[src/rtl/display_scanner.sv]
`default_nettype none
// ============================================================================
// display_scanner : 8-digit multiplexed 7-segment driver with an iterative
//                   binary-to-BCD converter.  Revision 1.0
// ============================================================================
module display_scanner #(
    parameter int bits        = 8,
    parameter int REFRESH_DIV = 100000
) (
    input  logic            clk,
    input  logic            rst,
    input  logic [bits-1:0] value,
    input  logic [7:0]      anodo_mask,
    output logic [7:0]      an,
    output logic [6:0]      seg,
    output logic            busy
);

    localparam int STEP_W = $clog2(bits + 1);
    localparam int SCAN_W = $clog2(REFRESH_DIV);
    localparam logic [STEP_W-1:0] LAST_STEP = STEP_W'(bits - 1);
    localparam logic [SCAN_W-1:0] SCAN_LAST = SCAN_W'(REFRESH_DIV - 1);

    typedef enum logic [1:0] {
        IDLE   = 2'd0,
        SHIFT  = 2'd1,
        COMMIT = 2'd2
    } state_t;

    state_t            state;
    state_t            state_next;
    logic [bits-1:0]   bin;
    logic [bits-1:0]   snap;
    logic [bits-1:0]   shown;
    logic [31:0]       bcd;
    logic [31:0]       bcd_adj;
    logic [31:0]       digits;
    logic [STEP_W-1:0] step;
    logic [SCAN_W-1:0] scan_cnt;
    logic [2:0]        idx;
    logic [7:0]        blank;
    logic              lit;
    logic [3:0]        cur;
    logic [6:0]        seg_next;

    always_comb begin
        state_next = state;
        case (state)
            IDLE:    if (value != shown) state_next = SHIFT;
            SHIFT:   if (step == LAST_STEP) state_next = COMMIT;
            COMMIT:  state_next = IDLE;
            default: state_next = IDLE;
        endcase
    end

    always_ff @(posedge clk or negedge rst) begin
        if (!rst) begin
            state <= IDLE;
            busy  <= 1'b0;
        end else begin
            state <= state_next;
            busy  <= (state_next != IDLE);
        end
    end

    always_comb begin
        bcd_adj = bcd;
        for (int i = 0; i < 8; i++) begin
            if (bcd[4*i +: 4] >= 4'd5)
                bcd_adj[4*i +: 4] = bcd[4*i +: 4] + 4'd3;
        end
    end

    // snap keeps the captured operand because bin is consumed by the shifts
    always_ff @(posedge clk or negedge rst) begin
        if (!rst) begin
            bin    <= '0;
            snap   <= '0;
            shown  <= '0;
            bcd    <= '0;
            digits <= '0;
            step   <= '0;
        end else begin
            case (state)
                IDLE: begin
                    if (value != shown) begin
                        bin  <= value;
                        snap <= value;
                        bcd  <= '0;
                        step <= '0;
                    end
                end
                SHIFT: begin
                    bcd  <= {bcd_adj[30:0], bin[bits-1]};
                    bin  <= {bin[bits-2:0], 1'b0};
                    step <= step + 1'b1;
                end
                COMMIT: begin
                    digits <= bcd;
                    shown  <= snap;
                end
                default: ;
            endcase
        end
    end

    always_ff @(posedge clk or negedge rst) begin
        if (!rst) begin
            scan_cnt <= '0;
            idx      <= '0;
        end else if (scan_cnt == SCAN_LAST) begin
            scan_cnt <= '0;
            idx      <= idx + 1'b1;
        end else begin
            scan_cnt <= scan_cnt + 1'b1;
        end
    end

    // A digit is blank when it and every digit to its left are zero
    always_comb begin
        lit   = 1'b0;
        blank = '0;
        for (int i = 7; i >= 0; i--) begin
            lit      = lit | (digits[4*i +: 4] != 4'd0);
            blank[i] = !lit && (i != 0);
        end
    end

    always_comb begin
        cur = digits[4*idx +: 4];
        case (cur)
            4'd0:    seg_next = 7'b1000000;
            4'd1:    seg_next = 7'b1111001;
            4'd2:    seg_next = 7'b0100100;
            4'd3:    seg_next = 7'b0110000;
            4'd4:    seg_next = 7'b0011001;
            4'd5:    seg_next = 7'b0010010;
            4'd6:    seg_next = 7'b0000010;
            4'd7:    seg_next = 7'b1111000;
            4'd8:    seg_next = 7'b0000000;
            4'd9:    seg_next = 7'b0010000;
            default: seg_next = 7'h7F;
        endcase
        if (blank[idx])
            seg_next = 7'h7F;
    end

    always_ff @(posedge clk or negedge rst) begin
        if (!rst) begin
            an  <= 8'hFF;
            seg <= 7'h7F;
        end else begin
            an  <= ~({7'd0, ~anodo_mask[idx]} << idx);
            seg <= seg_next;
        end
    end

endmodule
`default_nettype wire

[config.mk]
export PLATFORM = sky130hd
export DESIGN_NAME = display_scanner
export DESIGN_NICKNAME = d
export VERILOG_FILES = /design/src/rtl/display_scanner.sv
export SDC_FILE = /design/constraint.sdc
export NUM_CORES = 1
export LEC_CHECK = 0
export ABC_CLOCK_PERIOD_IN_PS = 5300
export CAP_MARGIN = 5
export CORE_UTILIZATION = 58
export DETAILED_ROUTE_END_ITERATION = 8
export PLACE_DENSITY = 0.81
export SYNTH_ARGS = -nofsm -noshare
export SYNTH_HDL_FRONTEND = slang
export SYNTH_SLANG_ARGS = --single-unit
export TNS_END_PERCENT = 1
[constraint.sdc]
create_clock -name clk -period 5.3 [get_ports clk]
set_input_delay 1.59 -clock clk [delete_from_list [all_inputs] [get_ports clk]]
set_output_delay 1.59 -clock clk [all_outputs]
set_load 0.02 [all_outputs]
==> flow_summary.yaml <==
final_layout:
  regArea_um2: 3270
  drive_gt1_share_pct: 16.6
  final_area_um2: 7230
  area_growth_pct: 16.2
  fillerInstances: 757
  nets: 627
  multi_input_area_um2: 2750
  antenna_cells: 0
critical_path:
  slowest_delay_ps: 580
  r2r_setup_slack_ps: 2480
  end_kind: "flop"
  path_depth: 7
  path_buf_inv: 2
  path_cells: "clkdlybuf4s50_1, xor2_1, nor4_1, a31o_2, clkinv_1, o31ai_1, a32o_1"
  rr_worst_depth: 7
  cp_max_fo: 10
  critPathKind: "primary input to flop"
  crit_required_ps: 5770
  cp.arrival_ps: 3900
  start_kind: "primary input"
  cpLargestDelayFamily: "buffers and inverters"
  critPathSlowestCell: "nor4_1"
  rr_startpoint: "idx[0]"
  r2r-end: "seg[3]"
synthesis:
  yosysSeqAreaShare_pct: 52.6
  async_flop_share_pct: 100
  synth_cells: 555
  synth-edff-count: 0
  yosysWarningCount: 0
  syn_nets: 597
  synth-seq-cells: 130
  syn_avg_cell_area_um2: 11.2
  synthFlopType: "dfrtp_1"
  syn_area_um2: 6230
  ys_types: 50
hold_path:
  min_path_type: "flop to flop"
  holdPathEnd: "scan_cnt[16]"
  worstHoldPathCells: 1
  hp-start: "scan_cnt[16]"
global_route:
  antenna_found_initial: 0
  grt_max_degree: 73
  first_global_vias: 4255
  grt_overflow: 0
  grt_first_pass_wirelength_um: 20300
  grt_use_total_pct: 23.9
floorplan:
  initial_utilization_pct: 60.0
  die-area_um2: 11200
  io_pins: 34
  core_area_um2: 10400
  die_h_um: 106
  chipWidth_um: 106
  placementRows: 37
sta:
  hold_viol: 0
  slew_viol_final: 0
  tightest_slew_ps: 1120
  rsz0062_at_grt: "no"
  tns_ps: 0
  fin_crit_sh_pct: 64.8
  setup_viol: 0
  clock_skew_ps: 5.51
  period_minus_slack_ps: 3440
  slew_headroom_pct: 25.1
  clock.fmax_mhz: 291
pwr:
  p_leak_nw: 3.15
  p_per_area_nw_per_um2: 547
  peakVddDrop_mv: 0.381
drt:
  wl_met2_um: 5900
  top_layer: "met4"
  drt-wirelength-per-cell_um: 16.1
  wl_met3_um: 513
  drt_iter0_drc: 189
  wl_met1_um: 5130
  antenna_left: 0
  firstDrtPassIters: 5
  routed_wl_um: 11800
  vias: 4230
  drcViolationCount: 0
  viasPerCell: 5.77
clock_network:
  holdBufCountCts: 0
  insertion_delay_ps: 530
  cts-resized-gates: 0
  cts_setup_buffers: 0
  numCtsBuffers: 17
  clockRootBuffer: "clkbuf_8"
  clk_pin_slew_ps: 60
  htree_levels: 4
  tritoncts: "yes"
  cts_sinks: 130
  clock_path_buffers: 2
job:
  max-cap-violations: 0
outcome:
  status: "completed"
placement:
  dpl_cell_area_um2: 6650
  dp_hpwl_um: 7770
  io_buffers: 33
  gp_congestion: 0.835
[per-stage QoR]
stage	util (%)	worst slack [ps]	total power, mW	hold WS, ps	std cells
after floorplan	-	2360	2.47	439	555
after global placement	64.2	1380	2.74	456	702
after detailed placement	64.2	1350	2.82	465	702
after CTS	69.8	1900	3.97	481	733
after global routing	69.8	1690	4.22	501	733
final	69.8	1860	3.95	481	733
[kinds of logic (layout without fill, tap and decap cells)]
family / count (synthesis) / count (layout) / share of synthesized area [%]
buf+inv: 53 / 95 / 3.52
mux: 49 / 49 / 10.8
xor+xnor: 39 / 39 / 5.49
compound gates: 113 / 113 / 11.5
fa+ha+maj: 24 / 24 / 4.82
simple gates: 147 / 147 / 11.4
flops: 130 / 130 / 52.6
[synthesized netlist by cell type (2+ instances only)]
cell type	instances	area [µm²]
buf_1	2	7.51
nand2b_1	10	62.6
inv_1	25	93.8
nor2_1	22	82.6
nor3_1	4	20.0
xor2_1	21	184
xnor2_1	18	158
mux2i_1	5	50.1
o32ai_1	7	61.3
dfrtp_1	115	2880
buf_6	2	22.5
or4_1	2	15.0
mux2_4	2	30.0
nand4_1	4	25.0
nand2_1	69	259
o21ai_0	34	170
nand4bb_1	2	22.5
a21oi_1	22	110
nand3_1	11	55.1
mux4_1	7	184
mux2_2	34	383
ha_1	24	300
and3_1	2	12.5
o22ai_1	19	119
o31ai_1	8	60.1
clkbuf_1	21	78.8
o21ai_1	2	10.0
or4b_2	3	30.0
a32o_1	8	80.1
nor4_1	10	62.6
dfstp_2	15	394
a22oi_1	7	52.6
[per-layer routing]
metal	up-vias	track usage, %
met5	-	0
met4	0	12.9
met3	28	6.68
met2	105	38.2
met1	2058	29.7
li1	2039	-
[state kept, by name, summed over array words and instances, names as in the netlist]
signal    flops
step          4
bin           8
state         2
idx           3
bcd          32
snap          8
seg           7
an            8
scan_cnt     17
digits       32
shown         8
busy          1
[power by group]
| group | switching, mW | internal, mW | leakage, nW |
|---|---|---|---|
| Clock | 0.425 | 0.709 | 0.264 |
| Sequential | 0.254 | 1.32 | 1.64 |
| Combinational | 0.668 | 0.577 | 1.25 |
[worst max-delay path by stage]
stage                   from  endpoint  slack [ps]
finish              value[0]   bcd[31]        1860
global route        value[0]   bcd[11]        1690
CTS                 value[0]   bcd[31]        1900
detailed placement  value[0]   bcd[31]        1350
global placement    value[0]   bcd[23]        1380
floorplan           value[5]   bcd[15]        2360
[cell type report]
class                           count  share of cell area (%)
Clock inverter                     14                    2.30
Inverter                           26                    1.35
Sequential cell                   130                    45.2
Multi-Input combinational cell    372                    38.0
Timing Repair Buffer               38                    5.05
Tap cell                          136                    2.35
Clock buffer                       17                    5.73
[cell usage in the layout, fill, tap and decap left out, types with 7 or more instances in the layout]
master             n
nand3_1           11
clkbuf_16         16
xor2_1            21
dfstp_2           15
o22ai_1           19
mux4_1             7
nor2_1            22
a22oi_1            7
xnor2_1           18
mux2_2            34
ha_1              24
o32ai_1            7
inv_1             25
o31ai_1            8
a32o_1             8
o21ai_0           34
a21oi_1           22
nand2_1           68
dfrtp_1          115
nand2b_1           9
clkinvlp_4         7
nor4_1            10
clkdlybuf4s50_1   32
No activity file was read; power rests on OpenSTA's default activity.
==> RTL change, RTL diff (config.mk and constraints unchanged) <==
Re-encode `state_t` (3 states) as one-hot, 3 bits wide.
--- a/src/rtl/display_scanner.sv
+++ b/src/rtl/display_scanner.sv
@@ -21,10 +21,10 @@
     localparam logic [STEP_W-1:0] LAST_STEP = STEP_W'(bits - 1);
     localparam logic [SCAN_W-1:0] SCAN_LAST = SCAN_W'(REFRESH_DIV - 1);
 
-    typedef enum logic [1:0] {
-        IDLE   = 2'd0,
-        SHIFT  = 2'd1,
-        COMMIT = 2'd2
+    typedef enum logic [2:0] {
+        IDLE   = 3'b001,
+        SHIFT  = 3'b010,
+        COMMIT = 3'b100
     } state_t;
 
     state_t            state;
Function: no difference found for any inputs over 10 cycles, from zero or initial values and one cycle with rst low; not proved beyond that.
==> RTL change against the original RTL <==
Routed wire length increased by 2.9%; setup slack improved by 0.15 ns; combinational power decreased by 36%; sequential cell count increased by 1; power decreased by 19%; design area increased by 2.3%; critical path type unchanged; sequential share of layout area decreased by 0.68 points; synthesized area increased by 2.8%.
==> RTL change: results (changes against the original RTL) <==
[synthesis]
synth_common_cells=dfrtp_1 (115), mux2_2 (51), nand2_1 (40)
yosys.area_share.adder=0.0469  ; -0.00129
synthesis.instances=545  ; -1.8%
yosysSeqAreaShare=0.516  ; -0.00997
syn_nets=587  ; -1.7%
synth_area_leaders=dfrtp_1 (45%), mux2_2 (9.0%), dfstp_2 (6.6%), ha_1 (4.7%), xor2_1 (3.3%)
netlist-cell-type-count=51  ; +2.0%
synth_compound_area_frac=0.0943  ; -0.0209

[placement]
place_congestion=0.829  ; -0.72%

[drt]
first_iter_violations=235  ; +24%
routed_via_density=5.99  ; +3.8%

[cells_and_area]
stdcell_area_mm2=0.00740  ; +2.3%
inv_count=21  ; -19%
multi_input_area_mm2=0.00292  ; +6.4%
fillers=726  ; -4.1%
nNetsFinal=621  ; -0.96%
num-clock-buffers=28  ; +11
bufAreaShareNonClock=0.0514  ; +0.000876
n_all_buffers=40  ; +5.3%
drive_gt1_frac=0.204  ; +0.0386

[grt]
grtUsageTotal=0.239  ; about the same
grt_pass1_wl_um=21100  ; +4.1%
grt_max_degree=77  ; +5.5%

[status]
status=complete, no violations

[sta]
finalClockSkew_ns=0.00829  ; +0.00277 ns

[setup_path]
crit_start=value[1]
regToRegEndpoint=seg[0]
path_max_fanout=30  ; +20

==> RTL change: stage by stage <==
stage               hold WS (ns)  instances  power [mW]
floorplan                  0.445        545        1.90
global placement           0.467        696        2.10
detailed placement         0.471        696        2.15
CTS                        0.489        728        3.23
global route               0.493        728        3.38
finish                     0.487        728        3.22
==> RTL change: how the worst min path moves through the flow <==
stage	slack, ns	start	depth (start not counted)	to
2_1_floorplan	0.45	step[3]	1	state[2]
4_1_cts	0.49	bin[5]	1	bin[5]
3_5_place_dp	0.47	bin[5]	1	bin[5]
5_1_grt	0.49	bin[5]	1	bin[5]
3_3_place_gp	0.47	bin[1]	1	bin[1]
6_report	0.49	bin[5]	1	bin[5]
==> RTL change: power by group through the flow <==
stage	combinational, mW	sequential (mW)	clock, mW
floorplan	0.565	1.33	0
CTS	0.806	1.33	1.09
global placement	0.763	1.34	0
global route	0.886	1.35	1.14
finish	0.805	1.34	1.08
detailed placement	0.799	1.35	0
==> RTL change: worst max-delay path, cell delays in order <==
cell,delay (ns)
clkdlybuf4s50_1,0.45
xor2_1,0.18
nor4_1,0.50
a21oi_4,0.11
buf_4,0.25
nor2_2,0.39
mux2_2,0.24
==> RTL change: cell families after synthesis <==
group	count (synthesis)
and+or+nand+nor	142
DFF	131
AOI/OAI and AO/OA	91
muxes	70
buffers and inverters	46
xor gates and xnor gates	41
adders and majority gates	24
==> RTL change: metal layers <==
layer  vias to the layer above  part of all wire  global-route usage  wire length, um
met1                      2195              0.43               0.304             5260
met3                        17             0.044              0.0571              538
met2                       129              0.51               0.394             6190
met5                         -                 0                   0                0
met4                         0             0.015              0.0988              182
li1                       2021                 -                   -                -
